**src/rtl/seg_display_arbiter.sv**
```systemverilog
// rtl/seg_display_arbiter.sv - frame-arbitrated 4-digit 7-segment display driver
//
// Shares one multiplexed 4-digit display between four prioritised service
// blocks and the idle (time-of-day) word. At every scan-frame boundary the
// lowest-index active request wins and its BCD word is snapshotted. That word
// is then scanned digit by digit, with cursor blink and alarm flash applied.
//
// Parameters:
//   SCAN_DIV   clk_osc cycles per digit slot
//   BLINK_DIV  clk_osc cycles per blink half-period
//
// Ports:
//   clk_osc     in   1   system oscillator clock
//   reset       in   1   asynchronous, active-high reset
//   req         in   4   display requests, bit 0 = highest priority
//   data0..3    in  16   BCD word of each requester, [3:0] = rightmost digit
//   idle_data   in  16   BCD word shown when nothing is granted
//   cursor      in   4   one-hot digit blink mask, sampled live
//   flash       in   1   alarm flash request, sampled live
//   anode       out  4   active-low digit enables, 4'b1110 = rightmost digit
//   seg         out  7   active-low segments, bit order gfedcba
//   grant       out  4   one-hot current owner, 0000 = idle source
//   frame_tick  out  1   high for the cycle in which a new grant/snapshot is live
//
// Build option:
//   SEG_ARB_ZERO_BLANK_EN  blank a leading zero in digit 3 (not while flashing)

module seg_display_arbiter #(
  parameter int SCAN_DIV  = 2048,
  parameter int BLINK_DIV = 8388608
) (
  input  logic        clk_osc,
  input  logic        reset,
  input  logic [3:0]  req,
  input  logic [15:0] data0,
  input  logic [15:0] data1,
  input  logic [15:0] data2,
  input  logic [15:0] data3,
  input  logic [15:0] idle_data,
  input  logic [3:0]  cursor,
  input  logic        flash,
  output logic [3:0]  anode,
  output logic [6:0]  seg,
  output logic [3:0]  grant,
  output logic        frame_tick
);

  localparam int CW = (SCAN_DIV  > 1) ? $clog2(SCAN_DIV)  : 1;
  localparam int BW = (BLINK_DIV > 1) ? $clog2(BLINK_DIV) : 1;

  localparam logic [CW-1:0] SCAN_LAST  = CW'(SCAN_DIV - 1);
  localparam logic [BW-1:0] BLINK_LAST = BW'(BLINK_DIV - 1);

  localparam logic [6:0] SEG_BLANK = 7'b1111111;
  localparam logic [6:0] SEG_ALL   = 7'b0000000;
  localparam logic [3:0] AN_OFF    = 4'b1111;

  // Scan and blink timebase
  logic [CW-1:0] cnt;
  logic [1:0]    digit;
  logic [BW-1:0] blink_cnt;
  logic          blink_phase;

  // Frozen frame contents
  logic [15:0]   snap;

  logic          slot_end;
  logic          frame_end;
  logic          blink_end;

  logic [3:0]    next_grant;
  logic [15:0]   next_snap;

  logic [3:0]    nibble;
  logic [6:0]    digit_seg;
  logic [3:0]    scan_anode;
  logic [3:0]    next_anode;
  logic [6:0]    next_seg;

  assign slot_end  = (cnt == SCAN_LAST);
  assign frame_end = slot_end && (digit == 2'd3);
  assign blink_end = (blink_cnt == BLINK_LAST);

  // Fixed-priority choice of the next owner, evaluated every cycle but only
  // captured on the frame boundary.
  always_comb begin
    next_grant = 4'b0000;
    next_snap  = idle_data;
    if (req[0]) begin
      next_grant = 4'b0001;
      next_snap  = data0;
    end else if (req[1]) begin
      next_grant = 4'b0010;
      next_snap  = data1;
    end else if (req[2]) begin
      next_grant = 4'b0100;
      next_snap  = data2;
    end else if (req[3]) begin
      next_grant = 4'b1000;
      next_snap  = data3;
    end
  end

  // Digit slot counter and digit index
  always_ff @(posedge clk_osc or posedge reset) begin
    if (reset) begin
      cnt   <= '0;
      digit <= 2'd0;
    end else if (slot_end) begin
      cnt   <= '0;
      digit <= digit + 2'd1;
    end else begin
      cnt   <= cnt + 1'b1;
    end
  end

  // Blink half-period timer, free-running and independent of the scan
  always_ff @(posedge clk_osc or posedge reset) begin
    if (reset) begin
      blink_cnt   <= '0;
      blink_phase <= 1'b0;
    end else if (blink_end) begin
      blink_cnt   <= '0;
      blink_phase <= ~blink_phase;
    end else begin
      blink_cnt   <= blink_cnt + 1'b1;
    end
  end

  // Grant and snapshot only move on the frame boundary so a frame is never
  // torn between two sources; pre-emption waits for the boundary too.
  always_ff @(posedge clk_osc or posedge reset) begin
    if (reset) begin
      grant      <= 4'b0000;
      snap       <= 16'h0000;
      frame_tick <= 1'b0;
    end else begin
      frame_tick <= frame_end;
      if (frame_end) begin
        grant <= next_grant;
        snap  <= next_snap;
      end
    end
  end

  // Select the nibble for the digit currently being scanned
  always_comb begin
    case (digit)
      2'd0:    nibble = snap[3:0];
      2'd1:    nibble = snap[7:4];
      2'd2:    nibble = snap[11:8];
      default: nibble = snap[15:12];
    endcase
  end

  // BCD to active-low gfedcba; non-decimal codes blank the digit
  function automatic logic [6:0] seg_decode(input logic [3:0] value);
    case (value)
      4'd0:    seg_decode = 7'b1000000;
      4'd1:    seg_decode = 7'b1111001;
      4'd2:    seg_decode = 7'b0100100;
      4'd3:    seg_decode = 7'b0110000;
      4'd4:    seg_decode = 7'b0011001;
      4'd5:    seg_decode = 7'b0010010;
      4'd6:    seg_decode = 7'b0000010;
      4'd7:    seg_decode = 7'b1111000;
      4'd8:    seg_decode = 7'b0000000;
      4'd9:    seg_decode = 7'b0010000;
      default: seg_decode = SEG_BLANK;
    endcase
  endfunction

  assign digit_seg  = seg_decode(nibble);
  assign scan_anode = ~(4'b0001 << digit);

  // Flash takes precedence over both cursor blink and the data pattern.
  // During the dark flash phase the segments are also blanked so nothing
  // leaks through if a board ties anodes differently.
  always_comb begin
    next_anode = scan_anode;
    next_seg   = digit_seg;
    if (flash) begin
      if (blink_phase) begin
        next_seg = SEG_ALL;
      end else begin
        next_anode = AN_OFF;
        next_seg   = SEG_BLANK;
      end
    end else begin
      if (blink_phase && cursor[digit]) begin
        next_anode = AN_OFF;
      end
`ifdef SEG_ARB_ZERO_BLANK_EN
      if ((digit == 2'd3) && (snap[15:12] == 4'd0)) begin
        next_seg = SEG_BLANK;
      end
`else
`endif
    end
  end

  // Registered pin drivers: one cycle behind the scan state
  always_ff @(posedge clk_osc or posedge reset) begin
    if (reset) begin
      anode <= AN_OFF;
      seg   <= SEG_BLANK;
    end else begin
      anode <= next_anode;
      seg   <= next_seg;
    end
  end

endmodule

```
**config.mk**
```make
export PLATFORM = sky130hd
export DESIGN_NAME = seg_display_arbiter
export DESIGN_NICKNAME = d
export VERILOG_FILES = /design/src/rtl/seg_display_arbiter.sv
export SDC_FILE = /design/constraint.sdc
export NUM_CORES = 1
export LEC_CHECK = 0
export BUFFER_PORTS_ARGS = -buffer_cell sky130_fd_sc_hd__buf_2
export CORE_MARGIN = 2
export CORE_UTILIZATION = 29
export DETAILED_ROUTE_END_ITERATION = 8
export PLACE_DENSITY = 0.6
export SLEW_MARGIN = 25
export SYNTH_ARGS = -nofsm -noshare
export SYNTH_HDL_FRONTEND = slang
export SYNTH_SLANG_ARGS = --single-unit
```
**constraint.sdc**
```tcl
create_clock -name clk_osc -period 2.78 [get_ports clk_osc]
set_input_delay 0.556 -clock clk_osc [delete_from_list [all_inputs] [get_ports clk_osc]]
set_output_delay 0.556 -clock clk_osc [all_outputs]
set_load 0.02 [all_outputs]
```
# After elaboration in Yosys (flattened, before gate mapping)
# Memory sizes are Yosys's and may differ from the RTL's.
# Index checks and enable logic that the tools add are counted.
# classes
addsub	3
bitwise	2
n_reduce_logical	3
shift	1
n_eq_ne	5
mux	18
order_cmp	1
# op_table
op	n
$mux W16	4
$mux W4	7
$add A23 B1 Y23 const B	1
$eq A23 B23 Y1 const B	1
$mux W23	1
$mux W7	2
$pmux W4 S3	1
$add A11 B1 Y11 const B	1
$eq A11 B11 Y1 const B	1
$mux W11	1
$eq A2 B2 Y1 const B	2
$not A4 Y4	1
$shl A1 B2 Y4 const A	1
$lt A2 B3 Y1 const B	1
$add A2 B1 Y2 const B	1
$bmux W1 S2	1
$eq A2 B1 Y1 const B	1
$logic_and A1 B1 Y1	2
$logic_not A2 Y1	1
$mux W1	1
$not A1 Y1	1
# word_totals
elab_cells	43
register_bits	69
out_inout_bits	16
memories	1
input_bits	91
mem_bits_ro	112
# memory_table
memory	words	width	rd	rd_clocked_by_memory_dff	write_ports	line_no	rtl
(no name shown)	16	7	1	0	0	158	case (value)

# Depth between registers and ports, before layout
# Gate-level depths: netlist of run 1.
# logic_depth
ltp_word	5
ltp_mapped	9
ltp_nobuf	9

# Worst setup path after synthesis of run 1
# No wires, ideal clock.
# synth_timing
path_type	reg-to-reg
start	register digit[0]
end	register seg[6]
t_required_ns	2.692
setup_ns	0.088
path_buffers	0
stages_incl_launch_ff	9
arrival_time_ns	1.868
path_slack_ns	0.824
synth_period_minus_slack_ns	1.956
path_cell_list	dfrtp_1 -> inv_1 -> ha_1 -> a222oi_1 -> mux2i_1 -> ha_1 -> mux2_2 -> nor2_1 -> o21ai_0
# synth_via
elab_chain_len	4
elab_cells_between_ends	6
classes_between	eq/ne: 2; mux: 2; reduce/logical: 1; memory: 1
# synth_rtl
item	line_no	rtl
start, declared	60	logic [1:0] digit;
start signal, assigned	111	digit <= digit + 2'd1;
$eq A2 B2 Y1 (tied with other cells)	148	case (digit)
$pmux W4 S3 (*)	148	
$mem_v2 Z16 W7 (*)	--	
$mux W7 (*)	182	if (flash) begin
net next_seg[6]	78	logic [6:0] next_seg;
end signal, assigned	209	seg <= next_seg;
end, declared	43	output logic [6:0] seg,
# Mark *: on every way through the listed nets, which the timed path passes. The rest lies on a longest branch.
# A chain may end at the register's enable or synchronous reset.

# Worst setup path in the final report of run 1
# layout_timing
start	register digit[0]
end	register seg[1]
# The elaborated chain is that of the path after synthesis.

==> flow_metrics.py, run 1 <==
metrics = {
    "final_layout": {
        "diodes": 0,
        "postLayoutCoreUtil_pct": 37.6,
        "drive_above_1_share_pct": 33.2,
        "fin_nets": 578,
        "n_fill_cell": 1259,
        "ff_latch_area_um2": 1740,
        "multi_input_area_um2": 1840,
        "syn2layout_area_growth_pct": 26.8,
        "design_area_um2": 4720,
    },
    "drt": {
        "drt_pass1_iterations": 7,
        "vias": 3006,
        "drc_errors": 0,
        "wl_um": 8600,
        "ant_nets": 0,
        "drt-vias-per-instance": 4.60,
        "drt_iter0_drc": 112,
        "wire_per_inst_um": 13.1,
    },
    "yosys": {
        "synth_edf_count": 0,
        "synth.most_common_cell": "o21ai_0",
        "syn_inst": 376,
        "synthArstFlopShare_pct": 100,
        "syn-num-nets": 477,
        "ys.warnings.count": 0,
        "synth_top_area_share_pct": 39.0,
        "synth_area_per_cell_um2": 9.91,
        "synth.distinct_cells": 39,
        "netlist_area_um2": 3720,
        "ys_ff_latch": 69,
        "synth_common_cells": "59 x o21ai_0, 58 x dfrtp_1, 36 x nand2_1, 21 x a21oi_1, 21 x nor2_1",
        "ys.flop_type": "dfrtp_1",
        "ys_seq_area_share_pct": 46.7,
        "synth_top_area_cell": "dfrtp_1",
        "ys_top_cells_by_area": "dfrtp_1 39%, o21ai_0 7.9%, dfstp_2 7.8%",
    },
    "floorplan": {
        "dieArea_um2": 13800,
        "ios": 107,
        "die_h_um": 117,
        "start_util_pct": 29.6,
        "num_rows": 41,
        "coreArea_um2": 12600,
        "fp.dieW_um": 117,
    },
    "sta": {
        "period_needed_ns": 2.36,
        "tightest_slew_ns": 0.690,
        "fin_setup_tns_ns": 0,
        "drv_slew": 0,
        "hold-worst-slack_ns": 0.313,
        "clock_skew_ns": 0.00694,
        "layout_setup_ws_ns": 0.420,
        "rsz0062_at_grt": "false",
        "clock.fmax_mhz": 424,
        "slew_headroom_pct": 52.7,
        "finalCritPeriodShare_pct": 84.9,
        "hold_violations": 0,
        "finalSetupViolCount": 0,
    },
    "setup_path": {
        "startpoint_type": "flip-flop",
        "endpoint_kind": "flip-flop",
        "path_max_fanout": 6,
        "cp.arrival_ns": 2.59,
        "worstPathRequired_ns": 3.01,
        "crit_type": "reg -> reg",
    },
    "run_status": {
        "outcome": "finished, final reports clean",
    },
    "grt": {
        "grt_pass1_wl_um": 14700,
        "grtUsageTotal_pct": 13.1,
        "antenna_found_initial": 0,
        "first_global_vias": 3097,
        "overflow": 0,
        "grt_max_degree": 43,
    },
    "min_path": {
        "hold_path.class": "in -> async",
    },
    "cts": {
        "ctsHoldBuffers": 0,
        "numCtsBuffers": 9,
        "cts_tree": "built",
        "postCtsSetupBuffers": 0,
        "htree_levels": 3,
        "clockBufferDepth": 2,
        "cts.sinks": 69,
        "clock-root-buffer": "clkbuf_16",
        "clkLatencyLatePin_ns": 0.33,
        "clkTransAtPathRegs_ns": 0.06,
        "ctsResizeCount": 0,
    },
    "placement": {
        "dp_slack_ns": 0.430,
        "place_area_um2": 4420,
        "hpwlAfterDp_um": 6760,
        "io_buffers": 106,
        "place.gp.congestion": 0.836,
    },
    "flow_run": {
        "drv_cap": 0,
    },
    "pwr": {
        "ir_worst_vdd_mv": 0.268,
        "power_density_nw_per_um2": 498,
        "leakagePower_uw": 0.00227,
    },
}
==> final cells by class <==
cell class / count / share of cell area, %
multi-input cells: 274 / 39.0
flip-flops and latches: 69 / 36.8
repair buffers: 109 / 12.0
clock buffers: 13 / 5.51
well taps: 172 / 4.56
inverters: 14 / 1.11
clock inverters: 3 / 0.954
==> per-stage QoR <==
step	total power [µW]	std cells
floorplan	1140	376
finish	2350	654
global placement	1230	638
CTS	2390	654
global route	2450	654
detailed placement	1230	638
==> sequential cells by signal (all words and copies together) (netlist names), 2 cells and up <==
signal / count
blink_cnt: 23
grant: 4
cnt: 11
digit: 2
snap: 16
anode: 4
seg: 7
==> report_power, final <==
part           internal (µW)  switching [µW]
clock                    743             404
sequential              1010            1.07
combinational           93.7            98.9
total                   1850             504
==> worst max-delay path: stages, from the launching register on <==
cell and delay [ns]:
dfrtp_1 0.46, inv_1 0.13, ha_1 0.27, a222oi_1 0.42, mux2i_1 0.26, ha_1 0.35
inv_1 0.07, a21oi_1 0.06, o31ai_1 0.24
==> routing by layer <==
| metal | global-route usage, % | share of wire (%) | vias to the layer above | routed length (µm) |
|---|---|---|---|---|
| met5 | 0 | 0 | - | 0 |
| met2 | 21.7 | 46 | 126 | 3980 |
| met4 | 5.12 | 1.2 | 0 | 100 |
| met3 | 3.31 | 7.5 | 9 | 643 |
| li1 | - | - | 1524 | - |
| met1 | 16.5 | 45 | 1347 | 3880 |
==> worst paths after layout <==
| kind | end | cells after the start | slack [ns] | start |
|---|---|---|---|---|
| worst max-delay path | seg[1]$_DFF_PP1_ | 8 | 0.42 | digit[0]$_DFFE_PP0N_ |
| worst min-delay path | cnt[9]$_DFF_PP0_ | 2 | 0.31 | reset |
| worst max register to register | seg[1]$_DFF_PP1_ | 8 | 0.42 | digit[0]$_DFFE_PP0N_ |
| worst min register to register | blink_cnt[20]$_DFF_PP0_ | 1 | 0.47 | blink_cnt[20]$_DFF_PP0_ |
| max in group asynchronous | snap[13]$_DFFE_PP0P_ | 3 | 1.84 | reset |
| min in group clk_osc | blink_cnt[20]$_DFF_PP0_ | 1 | 0.47 | blink_cnt[20]$_DFF_PP0_ |
==> cells by family (layout without fill, tap and decap cells) <==
family / Yosys count / in the layout / synth area share, %
compound gates: 94 / 94 / 13.9
simple gates: 103 / 103 / 14.3
xor+xnor: 30 / 30 / 7.05
mux: 37 / 37 / 11.0
fa+ha+maj: 10 / 10 / 3.36
flops: 69 / 69 / 46.7
buf+inv: 33 / 139 / 3.76
==> cell usage in the layout, fill, tap and decap left out, types with 2 or more instances in the layout <==
cell type   count
buf_2         106
o21ai_0        59
dfrtp_1        58
nand2_1        36
a21oi_1        21
nor2_1         21
mux2i_1        18
mux2_2         17
xor2_1         17
nand3_1        14
inv_1          13
xnor2_1        13
dfstp_2        11
ha_1           10
clkbuf_16       9
and3_1          5
nand4_1         5
and4_1          4
or3_1           3
nor2b_1         3
and4_4          3
nor3_1          3
a22oi_1         3
a222oi_1        3
o31ai_1         3
nand3b_1        2
clkbuf_8        2
clkbuf_1        2
clkinvlp_4      2
buf_4           2
Power figures use the tool's default switching activity.
==> inputs of run 2 (changes only) <==
--- a/config.mk
+++ b/config.mk
@@ -5,11 +5,12 @@
 export SDC_FILE = /design/constraint.sdc
 export NUM_CORES = 1
 export LEC_CHECK = 0
+export ABC_AREA = 1
 export BUFFER_PORTS_ARGS = -buffer_cell sky130_fd_sc_hd__buf_2
 export CORE_MARGIN = 2
 export CORE_UTILIZATION = 29
 export DETAILED_ROUTE_END_ITERATION = 8
-export PLACE_DENSITY = 0.6
+export PLACE_DENSITY = 0.59
 export SLEW_MARGIN = 25
 export SYNTH_ARGS = -nofsm -noshare
 export SYNTH_HDL_FRONTEND = slang
==> constraint.sdc (replaced) <==
create_clock -name clk_osc -period 2.3 [get_ports clk_osc]
set_input_delay 0.46 -clock clk_osc [delete_from_list [all_inputs] [get_ports clk_osc]]
set_output_delay 0.46 -clock clk_osc [all_outputs]
set_load 0.02 [all_outputs]
==> flow_metrics.py, run 2 <==
metrics = {
    "sta": {
        "clock_skew_ns": 0.00464,
        "rsz0062_at_grt": "false",
        "finalSetupViolCount": 0,
        "fin_setup_tns_ns": 0,
        "clock.fmax_mhz": 486,
        "tightest_slew_ns": 0.565,
        "period_needed_ns": 2.06,
        "finalCritPeriodShare_pct": 89.5,
        "hold_violations": 0,
        "slew_headroom_pct": 62.3,
        "layout_setup_ws_ns": 0.241,
        "drv_slew": 0,
    },
    "grt": {
        "overflow": 0,
        "first_global_vias": 3722,
        "grtUsageTotal_pct": 15.2,
        "antenna_found_initial": 0,
        "grt_max_degree": 33,
        "grt_pass1_wl_um": 17600,
    },
    "yosys": {
        "ys_seq_area_share_pct": 42.8,
        "ys.warnings.count": 0,
        "synth.most_common_cell": "nand2_1",
        "ys_ff_latch": 69,
        "synth_top_area_cell": "dfrtp_1",
        "synth_common_cells": "203 x nand2_1, 65 x nand3_1, 58 x dfrtp_1, 53 x nor2_1, 50 x inv_1",
        "synth_top_area_share_pct": 35.7,
        "synth.distinct_cells": 36,
        "synthArstFlopShare_pct": 100,
        "syn_inst": 550,
        "ys_top_cells_by_area": "dfrtp_1 36%, nand2_1 19%, nand3_1 8.0%",
        "ys.flop_type": "dfrtp_1",
        "netlist_area_um2": 4060,
        "synth_edf_count": 0,
        "synth_area_per_cell_um2": 7.39,
        "syn-num-nets": 651,
    },
    "final_layout": {
        "syn2layout_area_growth_pct": 25.6,
        "n_fill_cell": 1518,
        "drive_above_1_share_pct": 23.7,
        "final_common_cell": "nand2_1",
        "largest_reg_flops": 23,
        "reg_top3": "blink_cnt x23, snap x16, cnt x11",
        "top_register": "blink_cnt",
        "final_cell_mix": "203 x nand2_1, 106 x buf_2, 65 x nand3_1",
        "fin_nets": 758,
        "diodes": 0,
    },
    "pwr": {
        "power_density_nw_per_um2": 584,
        "leakagePower_uw": 0.00264,
        "ir_worst_vdd_mv": 0.340,
    },
    "drt": {
        "drt-vias-per-instance": 4.50,
        "ant_nets": 0,
        "drt_pass1_iterations": 5,
        "vias": 3793,
        "wire_per_inst_um": 12.4,
        "drt_iter0_drc": 218,
        "wl_um": 10400,
        "drc_errors": 0,
    },
    "cts": {
        "ctsHoldBuffers": 0,
        "clkTransAtPathRegs_ns": 0.06,
        "clkLatencyLatePin_ns": 0.33,
        "clockBufferDepth": 2,
        "cts.sinks": 69,
        "postCtsSetupBuffers": 0,
        "ctsResizeCount": 0,
        "numCtsBuffers": 9,
        "clock-root-buffer": "clkbuf_16",
        "cts_tree": "built",
        "htree_levels": 3,
    },
    "setup_path": {
        "cp.arrival_ns": 2.33,
        "crit_type": "reg -> reg",
        "cp_common_cell": "nand2_1",
        "reg2reg_setup_slack_ns": 0.24,
        "worstPathRequired_ns": 2.57,
        "path_max_fanout": 7,
        "slowest_delay_ns": 0.45,
        "cp_cell_sequence": "inv_1 -> ha_1 -> nand2_1 -> nand2_1 -> nor2_1 -> nor2_1 -> inv_1 -> ha_1 -> o21ai_0 -> nand3_1 -> nand2_1",
        "startpoint_type": "flip-flop",
        "slowest_stage": "dfrtp_1",
        "endpoint_kind": "flip-flop",
    },
    "floorplan": {
        "dieArea_um2": 15000,
        "start_util_pct": 29.5,
        "ios": 107,
        "fp.dieW_um": 122,
        "coreArea_um2": 13800,
        "die_h_um": 122,
        "num_rows": 43,
    },
    "placement": {
        "io_buffers": 106,
        "dp_slack_ns": 0.257,
        "place.gp.congestion": 0.889,
        "hpwlAfterDp_um": 8290,
    },
    "flow_run": {
        "drv_cap": 0,
    },
    "run_status": {
        "outcome": "finished, final reports clean",
    },
    "min_path": {
        "hold_path.class": "in -> async",
    },
}
==> run 2: changes by cell type in the layout (fill, tap and decap cells not counted), moves of 18 or more <==
cell | before | now
nand3_1 | 14 | 65
o21ai_0 | 59 | 7
a21oi_1 | 21 | 2
nor2_1 | 21 | 53
nand2_1 | 36 | 203
inv_1 | 13 | 49
mux2i_1 | 18 | 0
==> run 2: worst paths after layout <==
kind                                      start                     end  cells past startpoint
min                                       reset  blink_cnt[1]$_DFF_PP0_                      2
min reg2reg                grant[0]$_DFFE_PP0P_    grant[0]$_DFFE_PP0P_                      2
min in group clk_osc                     req[2]    grant[2]$_DFFE_PP0P_                      3
max in group asynchronous                 reset      anode[2]$_DFF_PP1_                      3
max                        digit[0]$_DFFE_PP0N_        seg[1]$_DFF_PP1_                     11
max reg2reg                digit[0]$_DFFE_PP0N_        seg[1]$_DFF_PP1_                     11
==> run 2: area by class of cell <==
cell class                 count  area [µm²]  area share, %
multi-input combinational    411        2020           39.5
inverter                      54         208           4.07
sequential                    69        1740           34.1
clock buffer                  12         256           5.03
clock inverter                 4        70.1           1.37
timing repair buffer         112         588           11.5
tap                          180         225           4.41
==> run 2: metrics by stage <==
stage | hold slack, ns | area (µm²) | power (µW) | cells | utilization (%)
4_1_cts | 0.187 | 5100 | 3030 | 842 | 37.1
3_3_place_gp | 0.468 | 4780 | 1500 | 826 | 34.7
2_1_floorplan | 0.441 | 4060 | 1370 | 550 | -
5_1_grt | 0.211 | 5100 | 3110 | 842 | 37.1
3_5_place_dp | 0.468 | 4780 | 1490 | 826 | 34.7
6_report | 0.178 | 5100 | 2980 | 842 | 37.1
==> run 2: per-layer routing <==
metal	wire, µm	GRT usage (%)	vias up	share of wire, %
li1	-	-	1955	-
met1	4730	18.8	1675	45
met2	4520	23.6	145	43
met3	788	5.44	18	7.6
met4	385	6.75	0	3.7
met5	0	0	-	0
==> run 2: cells by family (layout without fill, tap and decap cells) <==
| logic type | Yosys count | after routing | share of synthesized area [%] |
|---|---|---|---|
| AO/OA/AOI/OAI | 34 | 34 | 5.97 |
| XOR/XNOR | 23 | 23 | 4.96 |
| adder cells (fa/ha/maj) | 10 | 10 | 3.08 |
| buffers and inverters | 70 | 182 | 7.57 |
| flip-flops | 69 | 69 | 42.8 |
| AND/OR/NAND/NOR | 344 | 344 | 35.6 |
==> run 2: critical path: cells and delay by family, from the launching register on <==
| family | cells | cell delay [ns] |
|---|---|---|
| AND/OR/NAND/NOR | 6 | 0.53 |
| flip-flops | 1 | 0.45 |
| AO/OA/AOI/OAI | 1 | 0.17 |
| buffers and inverters | 2 | 0.27 |
| adder cells (fa/ha/maj) | 2 | 0.59 |
==> run 2: where the power goes <==
group	leakage (µW)	internal, µW	total (µW)	switching [µW]
Sequential	0.000793	1230	1230	2.59
Combinational	0.00168	102	237	136
Clock	0.000163	1000	1510	510
